$ cat src/rtl/instr_fetch.sv
// instr_fetch: IF stage owning the PC, one outstanding req/ack fetch, single-entry skid buffer toward decode
module instr_fetch #(
    parameter logic [31:0] RESET_PC  = 32'h0000_0000,
    parameter logic [31:0] NOP_INSTR = 32'h0000_0013
) (
    input  logic        clk,
    input  logic        rst_n,
    output logic        o_imem_req,
    output logic [31:0] o_imem_addr,
    input  logic        i_imem_ack,
    input  logic [31:0] i_imem_data,
    input  logic        i_stall,
    input  logic        i_flush,
    input  logic [31:0] i_branch_pc,
    output logic [31:0] o_instr,
    output logic [31:0] o_pc,
    output logic        o_ce
);
    typedef enum logic [1:0] {S_IDLE, S_WAIT, S_HOLD} state_t;
    state_t      state;
    logic [31:0] pc, skid_instr, skid_pc;
    logic        discard;

    assign o_imem_req  = (state == S_WAIT);
    assign o_imem_addr = pc;

    always_ff @(posedge clk) begin
        if (!rst_n) begin
            state   <= S_IDLE;
            pc      <= RESET_PC;
            o_ce    <= 1'b0;
            o_instr <= NOP_INSTR;
            o_pc    <= RESET_PC;
            discard <= 1'b0;
        end else if (i_flush) begin
            pc      <= i_branch_pc & ~32'd3;
            o_ce    <= 1'b0;
            o_instr <= NOP_INSTR;
            state   <= S_WAIT;
            // a request left unanswered now belongs to the killed path
            discard <= o_imem_req && !i_imem_ack;
        end else begin
            if (o_ce && !i_stall) begin
                o_ce    <= 1'b0;
                o_instr <= NOP_INSTR;
            end
            case (state)
                S_IDLE: state <= S_WAIT;
                S_WAIT: if (i_imem_ack) begin
                    if (discard) discard <= 1'b0;
                    else begin
                        pc <= pc + 32'd4;
                        if (i_stall && o_ce) begin
                            skid_instr <= i_imem_data;
                            skid_pc    <= pc;
                            state      <= S_HOLD;
                        end else begin
                            o_instr <= i_imem_data;
                            o_pc    <= pc;
                            o_ce    <= 1'b1;
                        end
                    end
                end
                default: if (!i_stall) begin
                    o_instr <= skid_instr;
                    o_pc    <= skid_pc;
                    o_ce    <= 1'b1;
                    state   <= S_WAIT;
                end
            endcase
        end
    end
endmodule
$ cat config.mk
export PLATFORM = sky130hd
export DESIGN_NAME = instr_fetch
export DESIGN_NICKNAME = d
export VERILOG_FILES = /design/src/rtl/instr_fetch.sv
export SDC_FILE = /design/constraint.sdc
export NUM_CORES = 1
export LEC_CHECK = 0
export ABC_AREA = 1
export BUFFER_PORTS_ARGS = -buffer_cell sky130_fd_sc_hd__buf_2
export CORE_MARGIN = 3
export CORE_UTILIZATION = 54
export CTS_CLUSTER_SIZE = 28
export DETAILED_ROUTE_END_ITERATION = 10
export GPL_TIMING_DRIVEN = 0
export PLACE_DENSITY = 0.91
export SLEW_MARGIN = 15
export SYNTH_ARGS = -nofsm -noshare
export SYNTH_HDL_FRONTEND = slang
export SYNTH_SLANG_ARGS = --single-unit
$ cat constraint.sdc
create_clock -name clk -period 4.5 [get_ports clk]
set_clock_uncertainty 0.15 [all_clocks]
set_input_delay 0.225 -clock clk [delete_from_list [all_inputs] [get_ports clk]]
set_output_delay 0.225 -clock clk [all_outputs]
set_load 0.01 [all_outputs]
==> results.toml <==
[clocking]
cts_resized = 0
cts_sinks = 158
post-cts-setup-buffer-count = 0
cts_htree_levels = 4
cts.path.max_buffers = 2
worstSkewPairLatency_ns = 0.43
cts_tree = "yes"
cts_root_buffer = "clkbuf_16"
clk_pin_slew_ns = 0.06
cts_buffers = 17

[floorplanning]
initial_core_util_pct = 56.7
io_pins = 167
core_sq_um = 12400
num_rows = 40
die_h_um = 120
die_area_sq_um = 14400
fp.dieW_um = 120

[critical_path]
critPathKind = "in2reg"
end_kind = "flip-flop"
crit_arrival_ns = 2.29
worstPathRequired_ns = 4.48
cp_max_fo = 26
cp-start-kind = "input pin"

[layout]
fill_cells = 820
design_area_sq_um = 9180
syn_to_final_growth_pct = 30.9
drive_gt1_share_pct = 22.9
fin_nets = 1138
instances_no_fill = 1251
fin_util_pct = 74.2

[worst_hold_path]
hp-class = "in2reg"

[yosys]
avgSynthCellArea_sq_um = 8.38
yosysSeqAreaShare_pct = 54.0
synth_area_sq_um = 7010
synth_edf_count = 62
ys_ff_latch = 158
synth_largest_area_cell = "dfxtp_1"
synth_top_area_share_pct = 27.4
synthCells = 836
async_flop_share_pct = 0
ys.flop_type = "dfxtp_1"
yosys-top-cells-area = "dfxtp_1, edfxtp_1, nand2_1"
synth_common_cells = "nand2_1, dfxtp_1, nor2_1, edfxtp_1, o21ai_0"
synth.most_common_cell = "nand2_1"
ys_warn_count = 0
synth.distinct_cells = 37

[sta]
post-route-period-util_pct = 51.3
finalCriticalPeriod_ns = 2.31
worst_pin_slew_ns = 0.760
slew_headroom_pct = 49.2
rsz0062_at_grt = "no"
finalSetupViolCount = 0
drv_slew = 0
hold_viol = 0
max_freq_ghz = 0.433

[grt]
grt_pass1_wl_mm = 35.6
antenna_found_initial = 1
track_usage_pct = 31.6
grt_pass1_vias = 6991
globalRouteOverflowTotal = 0
grt_max_degree = 27

[placement]
hpwlAfterDp_mm = 14.2
numPortBuffers = 160
placed_area_sq_um = 8090
dp.cells = 1169
gp_congestion = 0.959

[route]
drc = 0
wl_mm = 22.7
ant_nets = 0
via_count = 7129
vias_per_cell = 5.70
drt_iter0_drc = 716
wire_per_inst_um = 18.2
firstDrtPassIters = 6

[run_status]
run_status = "finished clean"

[pwr]
ir_worst_vdd_mv = 0.299
power_mw = 3.43
power_density_nw_per_um2 = 374
leakage_nw = 3.77

[run]
cap_viol_max_count = 0
power by group:
group	leakage [nW]	internal [mW]	switching, mW	total (mW)
logic	2.14	0.155	0.222	0.377
clock network	0.288	0.842	0.619	1.46
registers	1.34	1.53	0.0606	1.59
total	3.77	2.53	0.902	3.43
timing repair:
| action | in CTS | in global routing |
|---|---|---|
| endpoints found under the hold margin | 59 | 0 |
| setup endpoints to repair | 0 | 0 |
| hold buffers | 48 | 0 |
final timing paths:
path | startpoint | endpoint | slack (ns) | cells past startpoint
hold / removal | rst_n | o_imem_addr[2]$_SDFFE_PN0P_ | 0.02 | 3
setup / recovery | rst_n | skid_pc[25]$_DFFE_PP_ | 2.19 | 8
hold reg to reg | flip-flop | flip-flop | 0.32 | 2
setup reg to reg | state[1]$_SDFFE_PP0P_ | skid_pc[25]$_DFFE_PP_ | 2.27 | 7
kinds of logic (layout without fill, tap and decap cells):
group | Yosys count | after routing | share of synthesized area (%)
and+or+nand+nor | 397 | 397 | 23.6
AOI/OAI and AO/OA | 179 | 179 | 14.8
DFF | 158 | 158 | 54.0
buffers and inverters | 89 | 331 | 6.00
xor gates and xnor gates | 11 | 11 | 1.37
adders and majority gates | 1 | 1 | 0.179
other | 1 | 6 | 0.0535
metal layers:
metal / GRT usage (%) / share of wire [%] / vias to the layer above
met4: 16.8 / 4.8 / 0
met3: 6.79 / 9.4 / 86
met2: 52.9 / 49 / 457
met5: 0 / 0 / -
li1: - / - / 3288
met1: 38.0 / 37 / 3298
layout make-up:
cell class                      instances  area, sq um  area share (%)
Timing Repair Buffer                  210         1340            14.6
Sequential cell                       158         3780            41.2
Clock buffer                           18          439            4.79
Inverter                               46          183            1.99
Clock inverter                         14          159            1.73
Buffer                                 43          238            2.59
Multi-Input combinational cell        592         2820            30.8
Antenna cell                            2         5.00          0.0545
Tap cell                              168          210            2.29
per-stage QoR:
stage	setup TNS (ns)	hold WS [ns]	worst slack [ns]
floorplan	0	0.174	0.370
global placement	-78.21	0.268	-1.26
global route	0	0.0286	2.08
detailed placement	0	0.270	1.80
CTS	0	0.0000972	2.26
finish	0	0.0196	2.19
layout by cell type (no fill, tap or decap), types with 19 or more instances in the layout:
master	n
a21oi_1	46
a31oi_1	36
buf_2	170
clkbuf_1	19
dfxtp_1	96
dlygate4sd3_1	48
edfxtp_1	62
inv_1	34
nand2_1	255
nand3_1	40
nor2_1	78
o21ai_0	56
worst max-delay path, cell delays in order:
cell and delay, ns:
buf_2 0.14, inv_2 0.09, nor2_4 0.27, inv_2 0.11, clkbuf_1 0.27, buf_2 0.28, nor2_4 0.63, buf_16 0.26
Power figures use the tool's default switching activity.
